<file path="src/rtl/servo_ramp_seq_if.sv">
// Command handshake plus PWM-peripheral write port for the servo ramp sequencer.
interface servo_ramp_seq_if;
  logic        cmd_valid;
  logic        cmd_ready;
  logic [2:0]  cmd_ch;
  logic [31:0] cmd_target;
  logic [15:0] cmd_step;
  logic [15:0] cmd_interval;
  logic        busy;
  logic        done;
  logic        bus_cs;
  logic        bus_wr;
  logic        bus_rd;
  logic [7:0]  bus_addr;
  logic [31:0] bus_wdata;

  // Sequencer side: takes commands, masters the peripheral bus
  modport master (
    input  cmd_valid, cmd_ch, cmd_target, cmd_step, cmd_interval,
    output cmd_ready, busy, done, bus_cs, bus_wr, bus_rd, bus_addr, bus_wdata
  );

  // Environment side: issues commands, observes bus and status
  modport slave (
    output cmd_valid, cmd_ch, cmd_target, cmd_step, cmd_interval,
    input  cmd_ready, busy, done, bus_cs, bus_wr, bus_rd, bus_addr, bus_wdata
  );
endinterface

</file>
<file path="src/rtl/servo_ramp_seq.sv">
// Servo ramp sequencer: initialises the 8-channel PWM peripheral, then slews
// one channel's duty register toward a target in fixed steps per command.
module servo_ramp_seq #(
  parameter int unsigned PERIOD       = 1000000,
  parameter int unsigned DEFAULT_DUTY = 75000,
  parameter int unsigned NCH          = 8
) (
  input  logic             clk,
  input  logic             rst,
  servo_ramp_seq_if.master bus_if
);

  localparam int unsigned CH_W   = 3;
  localparam int unsigned ADDR_W = 8;
  localparam int unsigned DATA_W = 32;
  localparam int unsigned CNT_W  = 16;

  typedef enum logic [1:0] {ST_INIT, ST_IDLE, ST_WAIT, ST_WRITE} state_t;

  state_t              r_state, w_state_nx;
  logic [CH_W-1:0]     r_init_ch, w_init_ch_nx;
  logic [1:0]          r_init_sub, w_init_sub_nx;
  logic [CNT_W-1:0]    r_cnt, w_cnt_nx;
  logic [CNT_W-1:0]    r_intv, w_intv_nx;
  logic [CNT_W-1:0]    r_step, w_step_nx;
  logic [CH_W-1:0]     r_ch, w_ch_nx;
  logic [DATA_W-1:0]   r_target, w_target_nx;
  logic [DATA_W-1:0]   r_cur [NCH];
  logic                r_cs, w_cs_nx;
  logic [ADDR_W-1:0]   r_addr, w_addr_nx;
  logic [DATA_W-1:0]   r_wdata, w_wdata_nx;
  logic                r_done, w_done_nx;
  logic                r_ready, w_ready_nx;
  logic                r_busy, w_busy_nx;
  logic                w_cur_we;
  logic [DATA_W-1:0]   w_cur_sel;
  logic [DATA_W-1:0]   w_step32;
  logic [DATA_W-1:0]   w_next_duty;
  logic [CNT_W-1:0]    w_intv_eff;
  logic [ADDR_W-1:0]   w_init_addr;
  logic [DATA_W-1:0]   w_init_data;

  // Byte address of a channel's register block (12 bytes per channel)
  function automatic logic [ADDR_W-1:0] ch_base(input logic [CH_W-1:0] ch);
    return (ADDR_W'(ch) << 3) + (ADDR_W'(ch) << 2);
  endfunction

  assign w_cur_sel  = r_cur[r_ch];
  assign w_step32   = DATA_W'(r_step);
  assign w_intv_eff = (bus_if.cmd_interval == '0) ? CNT_W'(1) : bus_if.cmd_interval;

  // Next duty value: compare first so the step never wraps past the target
  always_comb begin
    w_next_duty = r_target;
    if (r_step != '0) begin
      if (w_cur_sel < r_target) begin
        if ((r_target - w_cur_sel) > w_step32) w_next_duty = w_cur_sel + w_step32;
      end else if (w_cur_sel > r_target) begin
        if ((w_cur_sel - r_target) > w_step32) w_next_duty = w_cur_sel - w_step32;
      end
    end
  end

  // Init write table: per channel T, then D, then E
  always_comb begin
    w_init_addr = ch_base(r_init_ch);
    w_init_data = DATA_W'(1);
    case (r_init_sub)
      2'd0: begin
        w_init_addr = ch_base(r_init_ch) + ADDR_W'(4);
        w_init_data = DATA_W'(PERIOD);
      end
      2'd1: begin
        w_init_addr = ch_base(r_init_ch) + ADDR_W'(8);
        w_init_data = DATA_W'(DEFAULT_DUTY);
      end
      default: ;
    endcase
  end

  // Next-state and next-output logic; outputs describe the following cycle
  always_comb begin
    w_state_nx    = r_state;
    w_init_ch_nx  = r_init_ch;
    w_init_sub_nx = r_init_sub;
    w_cnt_nx      = r_cnt;
    w_intv_nx     = r_intv;
    w_step_nx     = r_step;
    w_ch_nx       = r_ch;
    w_target_nx   = r_target;
    w_cs_nx       = 1'b0;
    w_addr_nx     = '0;
    w_wdata_nx    = '0;
    w_done_nx     = 1'b0;
    w_ready_nx    = 1'b0;
    w_busy_nx     = 1'b1;
    w_cur_we      = 1'b0;
    case (r_state)
      ST_INIT: begin
        w_cs_nx    = 1'b1;
        w_addr_nx  = w_init_addr;
        w_wdata_nx = w_init_data;
        if (r_init_sub == 2'd2) begin
          w_init_sub_nx = 2'd0;
          if (r_init_ch == CH_W'(NCH - 1)) begin
            w_init_ch_nx = '0;
            w_state_nx   = ST_IDLE;
          end else begin
            w_init_ch_nx = r_init_ch + CH_W'(1);
          end
        end else begin
          w_init_sub_nx = r_init_sub + 2'd1;
        end
      end
      ST_IDLE: begin
        w_ready_nx = 1'b1;
        w_busy_nx  = 1'b0;
        if (bus_if.cmd_valid && r_ready) begin
          w_ready_nx  = 1'b0;
          w_busy_nx   = 1'b1;
          w_ch_nx     = bus_if.cmd_ch;
          w_target_nx = bus_if.cmd_target;
          w_step_nx   = bus_if.cmd_step;
          w_intv_nx   = w_intv_eff;
          w_cnt_nx    = w_intv_eff - CNT_W'(1);
          w_state_nx  = (w_intv_eff == CNT_W'(1)) ? ST_WRITE : ST_WAIT;
        end
      end
      ST_WAIT: begin
        if (r_cnt == CNT_W'(1)) w_state_nx = ST_WRITE;
        else                    w_cnt_nx   = r_cnt - CNT_W'(1);
      end
      ST_WRITE: begin
        w_cs_nx    = 1'b1;
        w_addr_nx  = ch_base(r_ch) + ADDR_W'(8);
        w_wdata_nx = w_next_duty;
        w_cur_we   = 1'b1;
        if (w_next_duty == r_target) begin
          w_done_nx  = 1'b1;
          w_state_nx = ST_IDLE;
        end else begin
          w_cnt_nx   = r_intv - CNT_W'(1);
          w_state_nx = (r_intv == CNT_W'(1)) ? ST_WRITE : ST_WAIT;
        end
      end
      default: w_state_nx = ST_INIT;
    endcase
  end

  // State, command latch and registered outputs
  always_ff @(posedge clk) begin
    if (rst) begin
      r_state    <= ST_INIT;
      r_init_ch  <= '0;
      r_init_sub <= '0;
      r_cnt      <= '0;
      r_intv     <= '0;
      r_step     <= '0;
      r_ch       <= '0;
      r_target   <= '0;
      r_cs       <= 1'b0;
      r_addr     <= '0;
      r_wdata    <= '0;
      r_done     <= 1'b0;
      r_ready    <= 1'b0;
      r_busy     <= 1'b1;
    end else begin
      r_state    <= w_state_nx;
      r_init_ch  <= w_init_ch_nx;
      r_init_sub <= w_init_sub_nx;
      r_cnt      <= w_cnt_nx;
      r_intv     <= w_intv_nx;
      r_step     <= w_step_nx;
      r_ch       <= w_ch_nx;
      r_target   <= w_target_nx;
      r_cs       <= w_cs_nx;
      r_addr     <= w_addr_nx;
      r_wdata    <= w_wdata_nx;
      r_done     <= w_done_nx;
      r_ready    <= w_ready_nx;
      r_busy     <= w_busy_nx;
    end
  end

  // Shadow copy of every channel's duty register
  always_ff @(posedge clk) begin
    if (rst) begin
      for (int i = 0; i < NCH; i++) r_cur[i] <= DATA_W'(DEFAULT_DUTY);
    end else if (w_cur_we) begin
      r_cur[r_ch] <= w_next_duty;
    end
  end

  assign bus_if.cmd_ready = r_ready;
  assign bus_if.busy      = r_busy;
  assign bus_if.done      = r_done;
  assign bus_if.bus_cs    = r_cs;
  assign bus_if.bus_wr    = r_cs;
  assign bus_if.bus_rd    = 1'b0;
  assign bus_if.bus_addr  = r_addr;
  assign bus_if.bus_wdata = r_wdata;

endmodule

</file>
<file path="src/flat_wrapper.sv">
// flat-port wrapper written by rule: the top's interface ports become plain ports
module servo_ramp_seq_flat 
#(
  parameter int unsigned PERIOD       = 1000000,
  parameter int unsigned DEFAULT_DUTY = 75000,
  parameter int unsigned NCH          = 8
)
  (clk, rst, bus_if_cmd_valid, bus_if_cmd_ch, bus_if_cmd_target, bus_if_cmd_step, bus_if_cmd_interval, bus_if_cmd_ready, bus_if_busy, bus_if_done, bus_if_bus_cs, bus_if_bus_wr, bus_if_bus_rd, bus_if_bus_addr, bus_if_bus_wdata);
  servo_ramp_seq_if bus_if_i ();
  input  logic clk;
  input  logic rst;
  input wire logic [$bits(bus_if_i.cmd_valid)-1:0] bus_if_cmd_valid;
  input wire logic [$bits(bus_if_i.cmd_ch)-1:0] bus_if_cmd_ch;
  input wire logic [$bits(bus_if_i.cmd_target)-1:0] bus_if_cmd_target;
  input wire logic [$bits(bus_if_i.cmd_step)-1:0] bus_if_cmd_step;
  input wire logic [$bits(bus_if_i.cmd_interval)-1:0] bus_if_cmd_interval;
  output wire logic [$bits(bus_if_i.cmd_ready)-1:0] bus_if_cmd_ready;
  output wire logic [$bits(bus_if_i.busy)-1:0] bus_if_busy;
  output wire logic [$bits(bus_if_i.done)-1:0] bus_if_done;
  output wire logic [$bits(bus_if_i.bus_cs)-1:0] bus_if_bus_cs;
  output wire logic [$bits(bus_if_i.bus_wr)-1:0] bus_if_bus_wr;
  output wire logic [$bits(bus_if_i.bus_rd)-1:0] bus_if_bus_rd;
  output wire logic [$bits(bus_if_i.bus_addr)-1:0] bus_if_bus_addr;
  output wire logic [$bits(bus_if_i.bus_wdata)-1:0] bus_if_bus_wdata;
  assign bus_if_i.cmd_valid = bus_if_cmd_valid;
  assign bus_if_i.cmd_ch = bus_if_cmd_ch;
  assign bus_if_i.cmd_target = bus_if_cmd_target;
  assign bus_if_i.cmd_step = bus_if_cmd_step;
  assign bus_if_i.cmd_interval = bus_if_cmd_interval;
  assign bus_if_cmd_ready = bus_if_i.cmd_ready;
  assign bus_if_busy = bus_if_i.busy;
  assign bus_if_done = bus_if_i.done;
  assign bus_if_bus_cs = bus_if_i.bus_cs;
  assign bus_if_bus_wr = bus_if_i.bus_wr;
  assign bus_if_bus_rd = bus_if_i.bus_rd;
  assign bus_if_bus_addr = bus_if_i.bus_addr;
  assign bus_if_bus_wdata = bus_if_i.bus_wdata;
  servo_ramp_seq #(.PERIOD(PERIOD), .DEFAULT_DUTY(DEFAULT_DUTY), .NCH(NCH)) u_core (.clk(clk), .rst(rst), .bus_if(bus_if_i));
endmodule
</file>
<file path="config.mk">
export PLATFORM = sky130hd
export DESIGN_NAME = servo_ramp_seq_flat
export DESIGN_NICKNAME = d
export VERILOG_FILES = /design/src/rtl/servo_ramp_seq_if.sv /design/src/rtl/servo_ramp_seq.sv /design/src/flat_wrapper.sv
export SDC_FILE = /design/constraint.sdc
export NUM_CORES = 1
export LEC_CHECK = 0
export ABC_AREA = 0
export CAP_MARGIN = 5
export CORE_MARGIN = 2
export CORE_UTILIZATION = 41
export CTS_CLUSTER_SIZE = 20
export DETAILED_ROUTE_END_ITERATION = 8
export MAX_ROUTING_LAYER = met4
export PLACE_DENSITY = 0.61
export SYNTH_ARGS = -nofsm -noshare
export SYNTH_HDL_FRONTEND = slang
export SYNTH_SLANG_ARGS = --single-unit
</file>
<file path="constraint.sdc">
create_clock -name clk -period 9.8 [get_ports clk]
set_input_delay 0.98 -clock clk [delete_from_list [all_inputs] [get_ports clk]]
set_output_delay 0.98 -clock clk [all_outputs]
set_load 0.005 [all_outputs]
</file>
-- Word level (Yosys, flattened, before mapping)
Memory sizes are Yosys's and may differ from the RTL's. A register that Yosys moved wholly into a read port is not among the register bits.
Cells that the tools add are included.
- shift-type cells: 0
- reduce and logical (&&, ||, !) cells: 14
- mux-type cells: 39
- multipliers: 0
- div/mod/pow operators: 0
- eq/ne operators: 16
- bitwise gates (word level): 2
- $lt $le $gt $ge: 4
- add/subtract/negate cells: 14
- operators with widths (operator ; count):
    32-bit 2-to-1 mux ; 6
    32-bit by 16-bit > comparator with 1-bit output ; 2
    16-bit 2-to-1 mux ; 4
    32-bit case mux with 2 select lines ; 1
    32-bit subtractor ; 2
    16-bit by 1-bit == test with 1-bit output, second input constant ; 3
    16-bit case mux with 3 select lines ; 1
    16-bit by 1-bit subtractor with 16-bit output, second input constant ; 3
    20-bit case mux with 2 select lines ; 1
    32-bit by 16-bit adder with 32-bit output ; 1
    32-bit == test ; 1
    32-bit > comparator ; 1
    32-bit < comparator ; 1
    8-bit case mux with 2 select lines ; 2
    32-bit OR reduction ; 1
    32-bit by 16-bit subtractor with 32-bit output ; 1
    8-bit by 4-bit adder with 8-bit output, second input constant ; 2
    16-bit logical NOT ; 1
    16-bit nonzero test ; 1
    6-bit by 5-bit adder with 7-bit output ; 2
    1-bit 2-to-1 mux ; 13
    2-bit 2-to-1 mux ; 6
    3-bit 2-to-1 mux ; 4
    8-bit by 3-bit adder with 8-bit output, second input constant ; 1
    other kinds (15) ; 28
- input port bits: 70
- ROM bits: 0
- bits in latches: 0
- flip-flop bits (word level): 134
- memories kept: 1
- output and inout port bits: 46
- word-level logic and storage cells: 104
- memory bits (writable): 256
- memories (memory ; words ; bits a word ; rd ports ; clocked after memory_dff ; wr ports ; RTL line ; RTL):
    u_core.r_cur ; 8 ; 32 ; 1 ; 1 ; 8 ; servo_ramp_seq.sv:28 ; logic [DATA_W-1:0] r_cur [NCH];

-- Depth between registers and ports, before layout
Gate-level depths: netlist of the first run.
- depth after elaboration: 9
- mapped depth: 37

-- Least setup slack after synthesis of the first run
Ideal clock, no wire load.
- path type: register to register
- from: register (tool-made name)
- to: register u_core.r_cnt[14]
- clock period less this slack: 8319 ps
- slack: 1481 ps
- stages on the path, launching flop included: 34
- buffers on the path: 6
- required time: 9677 ps
- setup time: 123 ps
- arrival: 8195 ps
- cells stage by stage: dfxtp_1 > buf_1 > buf_1 > buf_2 > buf_1 > mux4_2 > mux2i_1 > inv_1 > ha_1 > nor2b_1 > o21ai_2 > nand2_1 > a21o_1 > a21oi_1 > xnor2_1 > ha_1 > a211oi_1 > o21ai_0 > a221o_1 > a2111o_1 > a21oi_1 > o2111a_1 > nand4_1 > or3_1 > buf_2 > buf_6 > and3_1 > o21a_1 > a2111oi_1 > o2111ai_1 > and4b_2 > a21oi_4 > nand2_1 > mux2_1
- RTL lines (what ; RTL line ; RTL):
    end signal: assignment ; servo_ramp_seq.sv:171 ; r_cnt <= w_cnt_nx;
    end: declaration ; servo_ramp_seq.sv:23 ; logic [CNT_W-1:0] r_cnt, w_cnt_nx;

==> results of run 1 <==
worst max-delay path: cells and delay by family, from the launching register on:
| family | cells | cell delay (ns) |
|---|---|---|
| AO/OA/AOI/OAI | 15 | 3.29 |
| AND/OR/NAND/NOR | 5 | 1.78 |
| multiplexers | 3 | 1.24 |
| flip-flops | 1 | 0.94 |
| adder cells (fa/ha/maj) | 2 | 0.75 |
| buffers and inverters | 3 | 0.61 |
| XOR/XNOR | 1 | 0.14 |
cells by family (layout without fill, tap and decap cells):
family | count (synthesis) | in the layout | share of synthesized area (%)
mux | 112 | 112 | 7.39
compound gates | 660 | 660 | 17.4
other cells | 1 | 3 | 0.0147
flops | 391 | 391 | 40.6
xor+xnor | 118 | 118 | 4.04
simple gates | 1016 | 1016 | 18.0
buf+inv | 299 | 409 | 4.80
fa+ha+maj | 155 | 155 | 7.76
layer usage:
layer | GRT usage, % | vias up
li1 | - | 10200
met1 | 41.0 | 11100
met2 | 46.7 | 1020
met3 | 4.45 | 165
met4 | 8.69 | 0
met5 | - | -
where the power goes:
part           switching, mW  leakage [nW]  internal [mW]
clock network          0.689         0.734           1.02
logic                  0.220          5.66          0.146
registers             0.0199          3.52           1.79
total                  0.930          9.90           2.96
stage by stage:
stage	utilization [%]	cell area [sq um]	power, mW	cells
final	47.3	29200	3.89	3701
after global routing	47.3	29200	4.01	3701
after detailed placement	44.9	27700	2.21	3623
after CTS	47.3	29200	3.91	3701
after floorplan	-	25600	2.06	2754
after global placement	44.9	27700	2.20	3623
layout by cell type (no fill, tap or decap), types with 39 or more instances in the layout:
master                              n
sky130_fd_sc_hd__nor3_1            43
sky130_fd_sc_hd__mux4_2            61
sky130_fd_sc_hd__nand4_1           39
sky130_fd_sc_hd__ha_1             149
sky130_fd_sc_hd__xnor2_1           82
sky130_fd_sc_hd__a21oi_1          212
sky130_fd_sc_hd__dfxtp_1          132
sky130_fd_sc_hd__edfxtp_1         256
sky130_fd_sc_hd__buf_4             81
sky130_fd_sc_hd__o21ai_0           96
sky130_fd_sc_hd__nand2_1          339
sky130_fd_sc_hd__clkbuf_16         43
sky130_fd_sc_hd__mux2i_1           46
sky130_fd_sc_hd__clkdlybuf4s50_1  111
sky130_fd_sc_hd__inv_1            137
sky130_fd_sc_hd__nand3_1           51
sky130_fd_sc_hd__nor2_1           358
path summary, 6_finish.rpt:
| path | endpoint | slack [ns] | from |
|---|---|---|---|
| hold reg to reg | u_core.r_intv[1]$_SDFFE_PP0P_ | 0.48 | u_core.r_intv[1]$_SDFFE_PP0P_ |
| setup reg to reg | u_core.r_cnt[12]$_SDFFE_PP0P_ | 0.79 | flip-flop |
| setup / recovery | u_core.r_cnt[12]$_SDFFE_PP0P_ | 0.79 | flip-flop |
| hold / removal | u_core.r_intv[1]$_SDFFE_PP0P_ | 0.48 | u_core.r_intv[1]$_SDFFE_PP0P_ |
flip-flops by register name, indices dropped and copies added, names as in the netlist, named ones only:
| signal | flops |
|---|---|
| u_core.bus_if.bus_addr | 6 |
| u_core.bus_if.bus_cs | 1 |
| u_core.bus_if.bus_wdata | 32 |
| u_core.bus_if.busy | 1 |
| u_core.bus_if.cmd_ready | 1 |
| u_core.bus_if.done | 1 |
| u_core.r_ch | 3 |
| u_core.r_cnt | 16 |
| u_core.r_cur | 256 |
| u_core.r_init_ch | 3 |
| u_core.r_init_sub | 2 |
| u_core.r_intv | 16 |
| u_core.r_state | 2 |
| u_core.r_step | 16 |
| u_core.r_target | 32 |
area by class of cell:
class                      count  area, sq um
clock inverter                22          318
sequential                   391        10400
fill                        5912        32500
clock buffer                  56         1180
inverter                     139          522
multi-input combinational   2064        14000
timing repair buffer         192         1720
tap                          837         1050
==> out/qor_table.md, run 1 <==
| Parameter | Reported |
|---|---|
| Number of library cell types mapped by synthesis | 107 |
| Initial core utilization | 41.4% |
| Avg Inst Size Synth | 9.29 sq um |
| Cell with the largest stage delay on the worst path | sky130_fd_sc_hd__dfxtp_4 |
| Via count of the first global-routing pass | 22100 |
| Postcts setup bufs | 0 |
| Maximum single-stage delay on the critical path | 0.94 ns |
| Mapped Cells | 2752 |
| Via count | 22500 |
| Count of endpoints failing hold in the final timing report | 0 |
| Max_slew headroom | 32.9% |
| Routed wire length on met3 | 7120 um |
| Share of the synthesized area in the top cell type | 30.1% |
| Placement Rows | 91 |
| Met2 routed WL | 43300 um |
| CTS root buf | sky130_fd_sc_hd__clkbuf_16 |
| Die footprint | 64400 sq um |
| Critical Path Source Type | flip-flop |
| Count of antenna-violating nets left after detailed routing | 0 |
| Clock insertion delay at the later pin of the skew report | 0.59 ns |
| Overall die height | 254 um |
| Largest driver fanout on the critical path | 45 |
| Min Hold Slack | 0.476 ns |
| Ratio of routed vias to standard cells | 6.07 |
| Synthesized area | 25600 sq um |
| Share of synthesized area occupied by flip-flops and latches | 40.6% |
| Number of buffers inserted for hold repair after clock tree synthesis | 0 |
| Overall routing resource usage | 30.1% |
| DRC | 0 |
| Routed Wire Length | 94700 um |
| Max Clock Skew | 0.0284 ns |
| Wire length of the first global-routing pass | 141000 um |
| GRT overflow | 0 |
| Total number of clock tree sinks | 391 |
| Most area-hungry cell type in the Yosys netlist | sky130_fd_sc_hd__edfxtp_1 |
| Most frequently used cell type in the post-synthesis netlist | sky130_fd_sc_hd__nor2_1 |
| Run status | finished, final reports clean |
| Worst R2R Path Depth | 29 |
| Io pins | 116 |
| Uppermost layer routed | met4 |
| Number of clock buffers inserted by TritonCTS | 42 |
| Share of the clock period used by the worst path | 91.9% |
| Transition time at the pin with the least slew margin | 1.01 ns |
| Die X-Extent | 254 um |
| Setup repair after global routing missed its margin | false |
| HPWL after detailed placement | 71000 um |
| Max capacitance violation total | 0 |
| Top area cells in the synthesized netlist | sky130_fd_sc_hd__edfxtp_1 30%, sky130_fd_sc_hd__dfxtp_1 11%, sky130_fd_sc_hd__ha_1 7.3%, sky130_fd_sc_hd__mux4_2 5.4%, sky130_fd_sc_hd__nor2_1 5.3% |
| #FFs+latches synth | 391 |
| Cell types with the highest counts after synthesis | 358 x sky130_fd_sc_hd__nor2_1, 339 x sky130_fd_sc_hd__nand2_1, 256 x sky130_fd_sc_hd__edfxtp_1 |
| Warnings, synthesis | 0 |
| First-pass iteration count of the detailed router | 6 |
| Final worst-path setup slack | 0.793 ns |
| Start-to-end type of the worst setup path | flip-flop to flip-flop |
| CTS tree | done |
| Final Critical Period | 9.01 ns |
| WHS Path Cells | 2 |
| Endpoint class of the critical path | flip-flop |
| Gpl congestion | 1.03 |
| Number of antenna violations at the first check in global routing | 0 |
| Count of input and output buffers | 112 |
| Largest net degree at the start of global routing | 68 |
| Required arrival time at the worst endpoint | 10.20 ns |
| H-Tree Depth | 2 |
| Layout overhead on the synthesized area | 14.1% |
| Number of enable flip-flop cells after synthesis | 256 |
| Post-synth top flop | sky130_fd_sc_hd__edfxtp_1 |
| Share of async-settable or async-resettable flops after synthesis | 0% |
| Average detailed-routed wire length per instance | 25.6 um |
| Number of DRC markers in iteration 0 | 2350 |
| Antenna cell count | 0 |
| Areal power density over the cells | 133 nW/um^2 |
| Worst slack after detailed placement | 0.904 ns |
| Final TNS setup | 0 ns |
| Clock transition at the registers of the reported paths | 0.07 ns |
| Type of the tightest min-delay check | flip-flop to flip-flop |
| Timing-limited maximum frequency | 0.111 GHz |
| Nets | 3055 |
| Final setup vio count | 0 |
| Share of final-layout standard cells stronger than drive strength 1 | 9.39% |
| IR drop worst, VDD | 0.000124 V |
| Maximum buffer depth of the clock tree | 3 |
| Number of gates resized after cts | 0 |
| Core ar. | 61700 sq um |
| LEAKAGE | 9.90 nW |
| Detailed-routing wirelength on met1 | 41400 um |
| Final Max Tran Viols | 0 |
| CP Data Arrival Time | 9.40 ns |
Power figures use the tool's default switching activity.
==> run 2, diff against run 1 <==
--- a/config.mk
+++ b/config.mk
@@ -13,6 +13,8 @@
 export DETAILED_ROUTE_END_ITERATION = 8
 export MAX_ROUTING_LAYER = met4
 export PLACE_DENSITY = 0.61
+export SKIP_CTS_REPAIR_TIMING = 1
+export SLEW_MARGIN = 20
 export SYNTH_ARGS = -nofsm -noshare
 export SYNTH_HDL_FRONTEND = slang
 export SYNTH_SLANG_ARGS = --single-unit
==> results of run 2 <==
The final DEF is identical to that of run 1; final timing and power are the same.
